===== config.mk =====
export PLATFORM = sky130hd
export DESIGN_NAME = analogizer_pad_mapper
export DESIGN_NICKNAME = d
export VERILOG_FILES = /design/src/rtl/analogizer_pad_pkg.sv /design/src/rtl/analogizer_pad_debounce.sv /design/src/rtl/analogizer_pad_mapper.sv
export SDC_FILE = /design/constraint.sdc
export NUM_CORES = 1
export LEC_CHECK = 0
export ABC_AREA = 1
export BUFFER_PORTS_ARGS = -buffer_cell sky130_fd_sc_hd__buf_2
export CORE_ASPECT_RATIO = 0.8
export CORE_MARGIN = 2
export CORE_UTILIZATION = 55
export DETAILED_ROUTE_END_ITERATION = 10
export HOLD_SLACK_MARGIN = 0.12
export PLACE_DENSITY = 0.75
export SETUP_SLACK_MARGIN = 0.1
export SLEW_MARGIN = 20
export SYNTH_ARGS = -nofsm -noshare
export SYNTH_HDL_FRONTEND = slang
export SYNTH_SLANG_ARGS = --single-unit

===== constraint.sdc =====
create_clock -name i_clk -period 1.7 [get_ports i_clk]
set_input_delay 0.085 -clock i_clk [delete_from_list [all_inputs] [get_ports i_clk]]
set_output_delay 0.085 -clock i_clk [all_outputs]
set_load 0.005 [all_outputs]

===== src/rtl/analogizer_pad_pkg.sv =====
// Shared constants for the Analogizer SNAC pad mapper: map-mode encoding,
// face-button indices, raw/output bit positions and the per-mode remap.
package analogizer_pad_pkg;

    localparam int PAD_W    = 16;
    localparam int NUM_FACE = 4;

    // Map-mode encoding (i_map_mode / active mode)
    localparam logic [1:0] MAP_MODE_SWAP = 2'd0;  // face buttons reversed, select/start moved
    localparam logic [1:0] MAP_MODE_PASS = 2'd1;  // raw word straight through
    localparam logic [1:0] MAP_MODE_KEEP = 2'd2;  // like SWAP but face buttons in raw order
    localparam logic [1:0] MAP_MODE_RSVD = 2'd3;  // behaves as SWAP

    // Face-button indices in the mapped output word
    localparam int FACE_A = 0;
    localparam int FACE_B = 1;
    localparam int FACE_C = 2;
    localparam int FACE_D = 3;

    // Output bit positions
    localparam int OUT_DPAD_LO  = 4;
    localparam int OUT_DPAD_HI  = 7;
    localparam int OUT_SEL_BIT  = 8;
    localparam int OUT_STRT_BIT = 9;

    // Raw SNAC bit positions that move
    localparam int RAW_SEL_BIT  = 15;
    localparam int RAW_STRT_BIT = 14;

    // Remap one player's stable raw word into the core's button layout.
    function automatic logic [PAD_W-1:0] map_word(input logic [1:0] mode,
                                                  input logic [PAD_W-1:0] b);
        logic [PAD_W-1:0] w;
        w = '0;
        case (mode)
            MAP_MODE_PASS: begin
                w = b;
            end
            MAP_MODE_KEEP: begin
                w[FACE_D:FACE_A]             = b[3:0];
                w[OUT_DPAD_HI:OUT_DPAD_LO]   = b[7:4];
                w[OUT_SEL_BIT]               = b[RAW_SEL_BIT];
                w[OUT_STRT_BIT]              = b[RAW_STRT_BIT];
            end
            default: begin
                // MAP_MODE_SWAP and MAP_MODE_RSVD share the default layout
                w[FACE_A]                    = b[3];
                w[FACE_B]                    = b[2];
                w[FACE_C]                    = b[1];
                w[FACE_D]                    = b[0];
                w[OUT_DPAD_HI:OUT_DPAD_LO]   = b[7:4];
                w[OUT_SEL_BIT]               = b[RAW_SEL_BIT];
                w[OUT_STRT_BIT]              = b[RAW_STRT_BIT];
            end
        endcase
        return w;
    endfunction

endpackage


===== src/rtl/analogizer_pad_debounce.sv =====
// 16-bit strobe-sampled debouncer for one SNAC player. A bit's stable value
// follows raw only after DEBOUNCE_CNT consecutive strobed samples that differ
// from it; any agreeing sample restarts the count. o_update pulses in the
// cycle the new stable word becomes visible.
module analogizer_pad_debounce
    import analogizer_pad_pkg::*;
#(
    parameter int DEBOUNCE_CNT = 4
) (
    input  logic             i_clk,
    input  logic             i_rst,
    input  logic [PAD_W-1:0] i_raw,
    input  logic             i_stb,
    output logic [PAD_W-1:0] o_stable,
    output logic             o_update
);

    localparam logic [3:0] CNT_LAST = 4'(DEBOUNCE_CNT - 1);

    logic [3:0]       cnt_q [PAD_W];
    logic [3:0]       cnt_d [PAD_W];
    logic [PAD_W-1:0] stable_q, stable_d;
    logic             update_q, update_d;

    // Per-bit counter and acceptance, evaluated only on strobed cycles
    always_comb begin
        stable_d = stable_q;
        update_d = 1'b0;
        for (int i = 0; i < PAD_W; i++) begin
            cnt_d[i] = cnt_q[i];
            if (i_stb) begin
                if (i_raw[i] == stable_q[i]) begin
                    cnt_d[i] = '0;
                end else if (cnt_q[i] == CNT_LAST) begin
                    stable_d[i] = i_raw[i];
                    cnt_d[i]    = '0;
                    update_d    = 1'b1;
                end else begin
                    cnt_d[i] = cnt_q[i] + 4'd1;
                end
            end
        end
    end

    // Debounce state registers
    always_ff @(posedge i_clk) begin
        if (i_rst) begin
            for (int i = 0; i < PAD_W; i++) begin
                cnt_q[i] <= '0;
            end
            stable_q <= '0;
            update_q <= 1'b0;
        end else begin
            cnt_q    <= cnt_d;
            stable_q <= stable_d;
            update_q <= update_d;
        end
    end

    assign o_stable = stable_q;
    assign o_update = update_q;

endmodule


===== src/rtl/analogizer_pad_mapper.sv =====
// Analogizer SNAC pad mapper: debounces each player's raw button word, remaps
// it into the core layout selected by a frame-synchronous map mode, applies
// per-button turbo gating from a frame-counted phase, and registers the
// result. o_valid pulses exactly once per o_player rewrite.
//
// Handshake: o_valid is a one-cycle pulse coincident with the cycle the new
// o_player value first appears; there is no ready, the consumer must take it.
module analogizer_pad_mapper
    import analogizer_pad_pkg::*;
#(
    parameter int NUM_PLAYERS  = 2,
    parameter int DEBOUNCE_CNT = 4,
    parameter int TURBO_DIV    = 4
) (
    input  logic                        i_clk,
    input  logic                        i_rst,
    input  logic [NUM_PLAYERS*16-1:0]   i_btn_raw,
    input  logic                        i_btn_stb,
    input  logic                        i_vsync,
    input  logic [1:0]                  i_map_mode,
    input  logic [NUM_PLAYERS*4-1:0]    i_turbo_en,
    output logic [NUM_PLAYERS*16-1:0]   o_player,
    output logic                        o_valid
);

    localparam logic [3:0] FRAME_LAST = 4'(TURBO_DIV - 1);

    logic [NUM_PLAYERS*16-1:0] stable;
    logic [NUM_PLAYERS-1:0]    stable_upd;

    logic       vsync_q, vsync_d;
    logic       hist_q, hist_d;      // vsync history holds a real sample
    logic       tick_q, tick_d;
    logic [1:0] mode_q, mode_d;
    logic [3:0] frame_cnt_q, frame_cnt_d;
    logic       phase_q, phase_d;
    logic       frame_tick;

    logic [NUM_PLAYERS*16-1:0] mapped;
    logic [PAD_W-1:0]          word;
    logic                      rewrite;
    logic [NUM_PLAYERS*16-1:0] player_q, player_d;
    logic                      valid_q, valid_d;

    for (genvar p = 0; p < NUM_PLAYERS; p++) begin : g_player
        analogizer_pad_debounce #(
            .DEBOUNCE_CNT (DEBOUNCE_CNT)
        ) u_debounce (
            .i_clk    (i_clk),
            .i_rst    (i_rst),
            .i_raw    (i_btn_raw[p*16 +: 16]),
            .i_stb    (i_btn_stb),
            .o_stable (stable[p*16 +: 16]),
            .o_update (stable_upd[p])
        );
    end

    // Frame tick, frame-synchronous mode latch and turbo phase counter.
    // The history-valid flag keeps a vsync already high out of reset from
    // being seen as a rising edge.
    always_comb begin
        frame_tick  = hist_q & i_vsync & ~vsync_q;
        vsync_d     = i_vsync;
        hist_d      = 1'b1;
        tick_d      = frame_tick;
        mode_d      = mode_q;
        frame_cnt_d = frame_cnt_q;
        phase_d     = phase_q;
        if (frame_tick) begin
            mode_d = i_map_mode;
            if (frame_cnt_q == FRAME_LAST) begin
                frame_cnt_d = '0;
                phase_d     = ~phase_q;
            end else begin
                frame_cnt_d = frame_cnt_q + 4'd1;
            end
        end
    end

    // Remap each player and gate turbo-enabled face buttons with the phase
    always_comb begin
        mapped = '0;
        word   = '0;
        for (int p = 0; p < NUM_PLAYERS; p++) begin
            word = map_word(mode_q, stable[p*16 +: 16]);
            for (int k = 0; k < NUM_FACE; k++) begin
                if (i_turbo_en[p*4 + k]) begin
                    word[k] = word[k] & phase_q;
                end
            end
            mapped[p*16 +: 16] = word;
        end
    end

    // Rewrite the output once when either debounced state or frame state moved
    always_comb begin
        rewrite  = (|stable_upd) | tick_q;
        player_d = rewrite ? mapped : player_q;
        valid_d  = rewrite;
    end

    // Frame and output registers
    always_ff @(posedge i_clk) begin
        if (i_rst) begin
            vsync_q     <= 1'b0;
            hist_q      <= 1'b0;
            tick_q      <= 1'b0;
            mode_q      <= MAP_MODE_SWAP;
            frame_cnt_q <= '0;
            phase_q     <= 1'b0;
            player_q    <= '0;
            valid_q     <= 1'b0;
        end else begin
            vsync_q     <= vsync_d;
            hist_q      <= hist_d;
            tick_q      <= tick_d;
            mode_q      <= mode_d;
            frame_cnt_q <= frame_cnt_d;
            phase_q     <= phase_d;
            player_q    <= player_d;
            valid_q     <= valid_d;
        end
    end

    assign o_player = player_q;
    assign o_valid  = valid_q;

endmodule


After elaboration in Yosys (flattened, before gate mapping)
Cells that the tools add are included.

Add/subtract/negate cells: 33. Equal/unequal tests: 67. Muxes and demuxes: 174. Bitwise gates (word level): 45. Reduce and logical (&&, ||, !) cells: 34.

Operators by type and width (count): $mux 4 (65); $add 4x1->4 const B (33); $eq 4x2->1 const B (33); $mux 1 (105); $reduce_and 3->1 (32); $pmux 10 s2 (2); $not 1->1 (34); $eq 1x1->1 (32); $mux 6 (2); $and 1x1->1 (10); $eq 2x1->1 const B (1); $eq 2x2->1 const B (1); $reduce_and 2->1 (1); $reduce_or 2->1 (1); $or 1x1->1 (1).

Register bits after elaboration: 205. Input port bits: 46. Output and inout port bits: 33. Logic and storage cells: 427.

Longest topological paths before layout
Gate-level depths: netlist of run 1.

Depth after elaboration: 49. Depth in mapped cells: 10. Gate-level depth less buffers: 10.

Modules after synthesis
Synthesis of run 1 repeated with hierarchy kept, for this count alone.

Cells, all modules: 1435. Area total of the unflattened synthesis: 10317.4 um^2.

By module, submodules not included: analogizer_pad_debounce at g_player[1].u_debounce (times used 1, cells each 571, area each 4169.0 um^2, seq. area each 1621.6 um^2); analogizer_pad_debounce at g_player[0].u_debounce (times used 1, cells each 575, area each 4127.7 um^2, seq. area each 1621.6 um^2); analogizer_pad_mapper (times used 1, cells each 289, area each 2020.7 um^2, seq. area each 860.8 um^2).

Worst setup path after synthesis of run 1
OpenSTA, ideal clock, no wires.

Path type: register -> register. Start: register mode_q[0]. End: register player_q[2], in the netlist o_player[2]. Library setup time: 122 ps. Data arrival time: 1282 ps. Data required time: 1578 ps. Path slack: 296 ps. Cell stages (with the launch flop): 8. Path buffers: 1. Clock period less this slack: 1404 ps. Path through: dfxtp_1 inv_1 ha_1 inv_1 clkbuf_1 o21ai_0 o211ai_1 o21ai_0.

Word-level cells in the longest chain between the ends: 4. Elaborated cells between the ends (all ways): 5. Those cells by class: eq/ne: 2; mux: 2; bitwise: 1.

RTL lines: start: declaration (RTL line analogizer_pad_mapper.sv:34) `logic [1:0] mode_q, mode_d;`; start signal: assignment (RTL line analogizer_pad_mapper.sv:117) `mode_q <= mode_d;`; $eq 2x2->1 or $eq 2x1->1 (tied branches) (RTL line analogizer_pad_pkg.sv:35) `case (mode)`; $pmux 10 s2 (*) (RTL line analogizer_pad_pkg.sv:35); $and 1x1->1 (RTL line analogizer_pad_mapper.sv:88) `word[k] = word[k] & phase_q;`; $mux 1 (*) (RTL line analogizer_pad_mapper.sv:87) `if (i_turbo_en[p*4 + k]) begin`; end signal: assignment (RTL line analogizer_pad_mapper.sv:120) `player_q <= player_d;`; end: declaration (RTL line analogizer_pad_mapper.sv:42) `logic [NUM_PLAYERS*16-1:0] player_q, player_d;`.

Mark *: on every way between the ends. The rest lies on a longest branch, timed or not. A chain may end at the register's enable or synchronous reset.

==> flow_metrics.tcl, run 1 <==
set metrics [dict create \
    grt_pass1_wl_mm 39.3 \
    drv_cap 0 \
    synthCells 1338 \
    synth.net_count 1419 \
    finalHoldViolations 0 \
    die_area_um2 19100 \
    crit_required_ns 2.16 \
    drt-initial-drc-count 680 \
    status "finished, final reports clean" \
    p_leak_nw 4.93 \
    crit_path_max_fanout 22 \
    critical_path.top_delay_family "buffers and inverters" \
    min_to "g_player[1].u_debounce.o_stable[15]$_SDFFE_PP0P_" \
    nets 1549 \
    fin_cells 1710 \
    coreArea_um2 17500 \
    first_pass_iters 5 \
    fmax_ghz 0.671 \
    place.gp.congestion 0.848 \
    hold_depth 4 \
    routed_via_density 5.31 \
    post_cts_buffers 0 \
    p_sw_share_pct 24.0 \
    cp.arrival_ns 1.95 \
    synth_area_um2 9920 \
    worstMarginPinSlew_ns 0.370 \
    min_period_over_period_pct 87.7 \
    grt.overflow.total 0 \
    dpl.hpwl_mm 16.0 \
    cts-root-buf "clkbuf_16" \
    setup_violations 0 \
    seq_area_um2 4100 \
    synth.yosys.warnings 0 \
    ys.flop_type "dfxtp_1" \
    n_fill_cell 1456 \
    min_path_type "input port to register" \
    ir_drop_mv 0.635 \
    rsz0062_at_grt "no" \
    vias 9075 \
    grt_pass1_vias 8146 \
    routedWlPerCell_um 13.9 \
    startpoint_type "input port" \
    r2r_end "g_player[0].u_debounce.o_update$_SDFF_PP0_" \
    path_common_cell "dlygate4sd3_1" \
    end_kind "register" \
    slew_viol_final 0 \
    detail-route-antenna-nets 0 \
    dpl.cell_count 1621 \
    drc 0 \
    p_per_area_nw_per_um2 908 \
    synth_top_area_share_pct 41.4 \
    async_reset_ff_share_pct 0 \
    io_buffers 78 \
    htree_levels 1 \
    synth_cell_types 35 \
    fin_tns_setup_ns 0 \
    timing.rr.start "g_player[0].u_debounce.cnt_q[28]$_SDFFE_PP0P_" \
    numCtsBuffers 22 \
    crit_slowest_cell "dlygate4sd3_1" \
    hold_start "i_btn_raw[31]" \
    p_int_mw 8.23 \
    slowest_delay_ns 0.55 \
    area_growth_pct 20.2 \
    cts.sinks 205 \
    synthTopCellsByArea "dfxtp_1 41%, nand2_1 12%, a21oi_1 6.6%" \
    skew_ns 0.0117 \
    grt_max_degree 80 \
    layout-drive-gt1-share_pct 12.9 \
    period_minus_slack_ns 1.49 \
    io_pins 79 \
    multiInputGateArea_um2 5140 \
    final_core_util_pct 68.2 \
    final_common_cell "nand2_1" \
    cts_tree "built" \
    start_util_pct 56.7 \
    antenna_found_initial 1 \
    clockBufferDepth 3 \
    worstSetupPathType "input port to register" \
    grtUsageTotal_pct 24.9 \
    die_h_um 124 \
    fp.dieW_um 154 \
    r2r_cells 9 \
    power.share.clock_pct 45.4 \
    seqPwrFrac_pct 46.1 \
    layout_common_cells "327 x nand2_1, 205 x dfxtp_1, 131 x a21oi_1" \
    combPwrFrac_pct 8.6 \
    syn_avg_cell_area_um2 7.41 \
    p_sw_mw 2.59 \
    cp_num_buf_inv 5 \
    synth_seq_cells 205 \
    path_cells "dlygate4sd3_1, buf_2, inv_6, buf_8, nand2_1, a21oi_1, dlygate4sd3_1" \
    cts.clk_slew.worst_paths_ns 0.06 \
    synth_edf_count 0 \
    drt-total-wl_mm 23.9 \
    seq_area_frac_synth_pct 41.4 \
    worstSkewPairLatency_ns 0.51 \
    relSlewSlack_pct 75.2 \
    r2r_slack_ns 0.25 \
    placementRows 43 \
    synth_top_cell_by_area "dfxtp_1" \
]
[registers in the layout, indices dropped and copies added, names as in the netlist]
signal	count
phase_q	1
o_player	32
vsync_q	1
o_valid	1
hist_q	1
tick_q	1
mode_q	2
g_player.u_debounce.o_stable	32
frame_cnt_q	4
g_player.u_debounce.cnt_q	128
g_player.u_debounce.o_update	2
[final cells by class]
| class | instances | share of cell area (%) |
|---|---|---|
| multi-input combinational | 967 | 43.1 |
| sequential | 205 | 34.4 |
| timing repair buffer | 158 | 10.1 |
| clock buffer | 32 | 5.43 |
| inverter | 114 | 3.63 |
| tap | 225 | 2.36 |
| clock inverter | 8 | 0.881 |
| antenna | 1 | 0.0210 |
[synth_stat cells (2+ instances only)]
master	count
clkbuf_1	23
buf_1	5
nand4_1	6
o21ai_0	71
nand3_1	120
ha_1	35
nor4_4	2
nor2_2	4
nor3_1	17
dfxtp_1	205
a211oi_1	29
a2bb2oi_1	9
a21oi_1	131
o211ai_1	8
buf_2	12
nor2_4	4
inv_1	112
nand2_1	327
xor2_1	31
xnor2_1	17
buf_4	7
buf_6	4
o31ai_1	3
o21ai_1	2
nor2_1	130
a211oi_2	5
nor3_4	11
[worst min-delay path: cells and delay by family]
family / cells / cell delay (ns)
buf+inv: 2 / 0.66
simple gates: 2 / 0.13
[per-stage QoR]
| step | setup slack [ns] | power (mW) | area [µm²] | hold WS, ns |
|---|---|---|---|---|
| global placement | 0.230 | 5.88 | 10600 | 0.310 |
| finish | 0.209 | 10.8 | 11900 | 0.412 |
| detailed placement | 0.216 | 5.90 | 10600 | 0.311 |
| global route | 0.0958 | 11.2 | 11900 | 0.425 |
| CTS | 0.123 | 10.9 | 11800 | 0.400 |
| floorplan | 0.296 | 5.64 | 9920 | 0.192 |
[power by group through the flow]
| stage | combinational, mW | sequential, mW | clock (mW) |
|---|---|---|---|
| 3_5_place_dp | 0.806 | 5.09 | 0 |
| 3_3_place_gp | 0.795 | 5.09 | 0 |
| 2_1_floorplan | 0.561 | 5.07 | 0 |
| 5_1_grt | 1.03 | 5.00 | 5.20 |
| 6_report | 0.927 | 4.99 | 4.91 |
| 4_1_cts | 0.898 | 4.98 | 5.00 |
[per-layer routing]
| metal | wire length (µm) | part of all wire, % | GRT usage, % | up-vias |
|---|---|---|---|---|
| met4 | 431 | 1.8 | 5.55 | 0 |
| met3 | 1070 | 4.5 | 3.13 | 33 |
| met1 | 11700 | 49 | 35.3 | 4132 |
| li1 | - | - | - | 4701 |
| met2 | 10600 | 45 | 40.9 | 209 |
| met5 | 0 | 0 | 0 | - |
[worst max-delay path by stage]
stage	startpoint	end	cells after the start
floorplan	mode_q[0]$_SDFFE_PP0P_	o_player[2]$_SDFFE_PP0P_	7
CTS	i_btn_stb	g_player[1].u_debounce.cnt_q[1]$_SDFFE_PP0P_	7
global placement	i_btn_stb	g_player[0].u_debounce.o_update$_SDFF_PP0_	10
finish	i_btn_stb	g_player[1].u_debounce.cnt_q[1]$_SDFFE_PP0P_	7
detailed placement	mode_q[0]$_SDFFE_PP0P_	o_player[1]$_SDFFE_PP0P_	6
global route	mode_q[0]$_SDFFE_PP0P_	o_player[9]$_SDFFE_PP0P_	8
[kinds of logic after synthesis]
logic type / Yosys count / share of synthesized area (%)
AOI/OAI and AO/OA: 260 / 14.9
xor gates and xnor gates: 48 / 4.24
adders and majority gates: 35 / 4.41
buffers and inverters: 166 / 7.19
DFF: 205 / 41.4
and+or+nand+nor: 624 / 27.9
[repair_timing]
| action | CTS | global route |
|---|---|---|
| resized for setup | 0 | 20 |
| endpoints found under the setup margin | 0 | 14 |
| hold endpoints to repair | 137 | 0 |
| hold buffers | 47 | 0 |
No activity file was read; power rests on OpenSTA's default activity.
==> inputs of run 2 (changes only) <==
==> constraint.sdc (replaced) <==
create_clock -name i_clk -period 1.7 [get_ports i_clk]
set_input_delay 0.425 -clock i_clk [delete_from_list [all_inputs] [get_ports i_clk]]
set_output_delay 0.425 -clock i_clk [all_outputs]
set_load 0.005 [all_outputs]
==> flow_metrics.tcl, run 2 (same netlist as run 1, synthesis figures left out) <==
set metrics [dict create \
    status "finished, final reports clean" \
    htree_levels 1 \
    ir_drop_mv 0.626 \
    cts_tree "built" \
    grtUsageTotal_pct 23.9 \
    min_to "vsync_q$_SDFF_PP0_" \
    cp_num_buf_inv 0 \
    cts.sinks 205 \
    first_pass_iters 5 \
    slowest_delay_ns 0.33 \
    cts_resized 0 \
    fin_cells 1673 \
    start_util_pct 56.7 \
    power_mw 10.2 \
    r2r_end "g_player[1].u_debounce.o_update$_SDFF_PP0_" \
    crit_path_max_fanout 4 \
    fmax_ghz 0.684 \
    grt_max_degree 41 \
    antenna_found_initial 0 \
    relSlewSlack_pct 56.7 \
    vias 8858 \
    min_path_type "input port to register" \
    worstSetupPathType "register to register" \
    timing.rr.start "g_player[1].u_debounce.cnt_q[28]$_SDFFE_PP0P_" \
    final_common_cell "nand2_1" \
    min_period_over_period_pct 86.0 \
    area_growth_pct 15.1 \
    startpoint_type "register" \
    clockBufferDepth 3 \
    die_area_um2 19100 \
    routedWlPerCell_um 13.8 \
    crit_slowest_cell "dfxtp_1" \
    r2r_cells 9 \
    rsz0062_at_grt "yes" \
    drt-initial-drc-count 677 \
    layout_common_cells "327 x nand2_1, 204 x dfxtp_1, 131 x a21oi_1" \
    worstMarginPinSlew_ns 0.648 \
    slew_viol_final 0 \
    routed_via_density 5.29 \
    path_cells "ha_1, nand2_1, nor2_2, nand2_1, nand2_1, nor2_1, nand2_1, o21ai_1, a21oi_1" \
    path_common_cell "nand2_1" \
    r2r_slack_ns 0.24 \
    grt_pass1_wl_mm 37.7 \
    p_per_area_nw_per_um2 891 \
    nets 1517 \
    crit_required_ns 2.06 \
    place.gp.congestion 0.876 \
    critical_path.top_delay_family "simple AND/OR/NAND/NOR gates" \
    fin_tns_setup_ns 0 \
    layout-drive-gt1-share_pct 13.8 \
    hold_depth 3 \
    io_pins 79 \
    worstSkewPairLatency_ns 0.49 \
    dpl.hpwl_mm 16.4 \
    placementRows 43 \
    post_cts_buffers 0 \
    grt_pass1_vias 7821 \
    top_register "g_player.u_debounce.cnt_q" \
    cp.arrival_ns 1.82 \
    antenna_cells 0 \
    setup_violations 0 \
    end_kind "register" \
    hold_start "i_vsync" \
    die_h_um 124 \
    place_ws_ns 0.0656 \
    finalHoldViolations 0 \
    detail-route-antenna-nets 0 \
    drv_cap 0 \
    final_core_util_pct 65.3 \
    period_minus_slack_ns 1.46 \
    largest_reg_flops 128 \
    p_leak_nw 4.73 \
    finalWorstSetupSlack_ns 0.237 \
    cts.clk_slew.worst_paths_ns 0.06 \
    dpl.cell_count 1638 \
    hold_buffers 0 \
    skew_ns 0.00401 \
    grt.overflow.total 0 \
    drc 0 \
    numCtsBuffers 21 \
    drt-total-wl_mm 23.1 \
    coreArea_um2 17500 \
    io_buffers 78 \
    fp.dieW_um 154 \
    cts-root-buf "clkbuf_16" \
]
[run 2: per-stage QoR]
step	hold slack (ns)	area, µm²
final	0.175	11400
after detailed placement	0.457	10700
after floorplan	0.444	9920
after global placement	0.450	10700
after global routing	0.177	11400
after CTS	0.157	11400
[run 2: final cells by class]
type / count / area (µm²)
Timing Repair Buffer: 127 / 823
Clock inverter: 5 / 25.0
Sequential cell: 205 / 4110
Multi-Input combinational cell: 967 / 5140
Fill cell: 1470 / 6070
Inverter: 114 / 430
Tap cell: 225 / 282
Clock buffer: 30 / 609
[run 2: routing by layer]
layer	wire, µm	GRT usage (%)
met1	11600	34.9
met5	0	0
met2	9980	37.8
met4	418	5.43
met3	1050	3.38
[run 2: how the worst max path moves through the flow]
stage | from | endpoint | slack (ns) | depth (start not counted)
3_3_place_gp | i_btn_stb | g_player[0].u_debounce.o_update$_SDFF_PP0_ | 0.07 | 10
3_5_place_dp | i_btn_stb | g_player[0].u_debounce.o_update$_SDFF_PP0_ | 0.07 | 10
2_1_floorplan | mode_q[0]$_SDFFE_PP0P_ | o_player[2]$_SDFFE_PP0P_ | 0.30 | 7
6_report | g_player[1].u_debounce.cnt_q[28]$_SDFFE_PP0P_ | g_player[1].u_debounce.o_update$_SDFF_PP0_ | 0.24 | 9
5_1_grt | g_player[0].u_debounce.cnt_q[56]$_SDFFE_PP0P_ | g_player[0].u_debounce.o_update$_SDFF_PP0_ | 0.06 | 9
4_1_cts | g_player[1].u_debounce.cnt_q[28]$_SDFFE_PP0P_ | g_player[1].u_debounce.o_update$_SDFF_PP0_ | 0.17 | 9
[run 2: where the power goes]
| part | total, mW | switching [mW] | internal (mW) | leakage (nW) |
|---|---|---|---|---|
| logic | 0.863 | 0.543 | 0.320 | 2.75 |
| clock network | 4.32 | 1.84 | 2.48 | 0.319 |
| registers | 4.99 | 0.0882 | 4.90 | 1.66 |
| total | 10.2 | 2.47 | 7.70 | 4.73 |
[run 2: worst reg2reg max path: stages (launching register included)]
cell	delay [ns]
dfxtp_1	0.33
ha_1	0.23
nand2_1	0.08
nor2_2	0.05
nand2_1	0.13
nand2_1	0.08
nor2_1	0.13
nand2_1	0.10
o21ai_1	0.13
a21oi_1	0.07
==> inputs of run 3 (changes only) <==
--- a/config.mk
+++ b/config.mk
@@ -13,7 +13,7 @@
 export DETAILED_ROUTE_END_ITERATION = 10
 export HOLD_SLACK_MARGIN = 0.12
 export PLACE_DENSITY = 0.75
-export SETUP_SLACK_MARGIN = 0.1
+export SETUP_SLACK_MARGIN = 0.3
 export SLEW_MARGIN = 20
 export SYNTH_ARGS = -nofsm -noshare
 export SYNTH_HDL_FRONTEND = slang
==> flow_metrics.tcl, run 3 (same netlist as run 1, synthesis figures left out) <==
set metrics [dict create \
    cts.sinks 205 \
    io_pins 79 \
    skew_ns 0.0192 \
    cp_num_cells 1 \
    worstSetupStartpoint "o_player[31]$_SDFFE_PP0P_" \
    hold_depth 3 \
    grt.overflow.total 0 \
    finalHoldViolations 0 \
    ir_drop_mv 0.586 \
    antenna_cells 0 \
    area_growth_pct 22.3 \
    seq_area_um2 4170 \
    finalWorstSetupSlack_ns 0.325 \
    cts-root-buf "clkbuf_16" \
    dpl.cell_count 1635 \
    min_to "vsync_q$_SDFF_PP0_" \
    largest_reg_flops 128 \
    final_common_cell "nand2_1" \
    layout-drive-gt1-share_pct 23.0 \
    vias 9123 \
    top_register "g_player.u_debounce.cnt_q" \
    path_cells "buf_2" \
    worstSkewPairLatency_ns 0.50 \
    detail-route-antenna-nets 0 \
    multiInputGateArea_um2 5470 \
    die_area_um2 19100 \
    drv_cap 0 \
    crit_required_ns 1.27 \
    use_met1_pct 34.8 \
    drt-total-wl_mm 24.6 \
    fmax_ghz 0.727 \
    slowest_delay_ns 0.33 \
    r2r_slack_ns 0.33 \
    fin_cells 1684 \
    fin_tns_setup_ns 0 \
    place_ws_ns 0.0354 \
    nets 1527 \
    end_kind "primary output" \
    p_per_area_nw_per_um2 904 \
    critical_path.top_delay_family "flip-flops" \
    drt-initial-drc-count 742 \
    cts_tree "built" \
    hold_start "i_vsync" \
    io_buffers 78 \
    place_area_um2 10800 \
    rsz0062_at_grt "yes" \
    min_period_over_period_pct 80.9 \
    final_area_um2 12100 \
    layout_common_cells "315 x nand2_1, 156 x dfxtp_1, 127 x a21oi_1" \
    hold_buffers 0 \
    relSlewSlack_pct 72.0 \
    timing.rr.start "g_player[0].u_debounce.cnt_q[44]$_SDFFE_PP0P_" \
    r2r_cells 9 \
    crit_path_max_fanout 2 \
    slew_viol_final 0 \
    antenna_found_initial 0 \
    met2_usage_pct 40.3 \
    fp.dieW_um 154 \
    die_h_um 124 \
    cp_num_buf_inv 1 \
    status "finished, final reports clean" \
    routedWlPerCell_um 14.6 \
    dpl.hpwl_mm 16.4 \
    grt_max_degree 84 \
    grtUsageTotal_pct 24.7 \
    n_fill_cell 1406 \
    r2r_end "g_player[0].u_debounce.o_update$_SDFF_PP0_" \
    clockBufferDepth 3 \
    grt_pass1_vias 8007 \
    routed_via_density 5.42 \
    busiest_layer "met2" \
    min_path_type "input port to register" \
    place.gp.congestion 0.838 \
    first_pass_iters 7 \
    crit_slowest_cell "dfxtp_2" \
    coreArea_um2 17500 \
    numCtsBuffers 21 \
    start_util_pct 56.7 \
    p_leak_nw 4.85 \
    startpoint_type "register" \
    period_minus_slack_ns 1.37 \
    setup_violations 0 \
    worstMarginPinSlew_ns 0.420 \
    cts.clk_slew.worst_paths_ns 0.07 \
    worstSetupPathType "register to primary output" \
    htree_levels 1 \
    grt_pass1_wl_mm 39.0 \
    cp.arrival_ns 0.95 \
    globalRouteMet3Util_pct 3.62 \
    drc 0 \
    placementRows 43 \
]
run 3: cell types whose count changed in the layout (fill, tap and decap cells not counted), sizes merged:
cell,delta
inv,-1
bufinv,+4
clkbuf,-2
clkinvlp,+3
clkinv,-1
buf,+8
run 3: worst min-delay path: stages:
cell    delay [ns]
buf_2         0.11
inv_1         0.05
nor2_1        0.03
run 3: area by class of cell:
cell class / count / area share [%]
Multi-Input combinational cell: 967 / 45.1
Sequential cell: 205 / 34.4
Timing Repair Buffer: 137 / 8.48
Clock buffer: 26 / 4.82
Inverter: 114 / 3.62
Tap cell: 225 / 2.32
Clock inverter: 10 / 1.28
run 3: report_power, final:
group	internal, mW	total, mW	switching [mW]
registers	4.91	5.01	0.0982
logic	0.379	0.963	0.584
clock network	3.04	4.99	1.95
total	8.33	11.0	2.64
run 3: metrics by stage:
step / hold slack, ns / utilization, % / total power, mW
2_1_floorplan: 0.444 / - / 5.64
3_3_place_gp: 0.452 / 61.5 / 5.93
3_5_place_dp: 0.455 / 61.5 / 5.94
4_1_cts: 0.140 / 66.5 / 10.9
5_1_grt: 0.162 / 69.4 / 11.3
6_report: 0.144 / 69.4 / 11.0
run 3: what timing repair did:
action                                  in CTS  in global routing
endpoints found under the setup margin      28                 79
pin swaps                                    2                 25
resized for setup                           40                136
gates cloned                                 0                  2
buffers inserted                             2                  9
run 3: worst max path at each step:
stage                                                    endpoint  slack, ns
CTS                                      o_player[8]$_SDFFE_PP0P_       0.28
floorplan                                o_player[8]$_SDFFE_PP0P_       0.32
global placement    g_player[1].u_debounce.cnt_q[39]$_SDFFE_PP0P_       0.07
global route           g_player[0].u_debounce.o_update$_SDFF_PP0_       0.16
detailed placement  g_player[1].u_debounce.cnt_q[56]$_SDFFE_PP0P_       0.04
finish                                               o_player[31]       0.33
run 3: per-layer routing:
| metal | routed length (µm) | up-vias |
|---|---|---|
| met5 | 0 | - |
| met4 | 507 | 0 |
| met3 | 1290 | 40 |
| met2 | 11100 | 209 |
| met1 | 11600 | 4214 |
| li1 | - | 4660 |
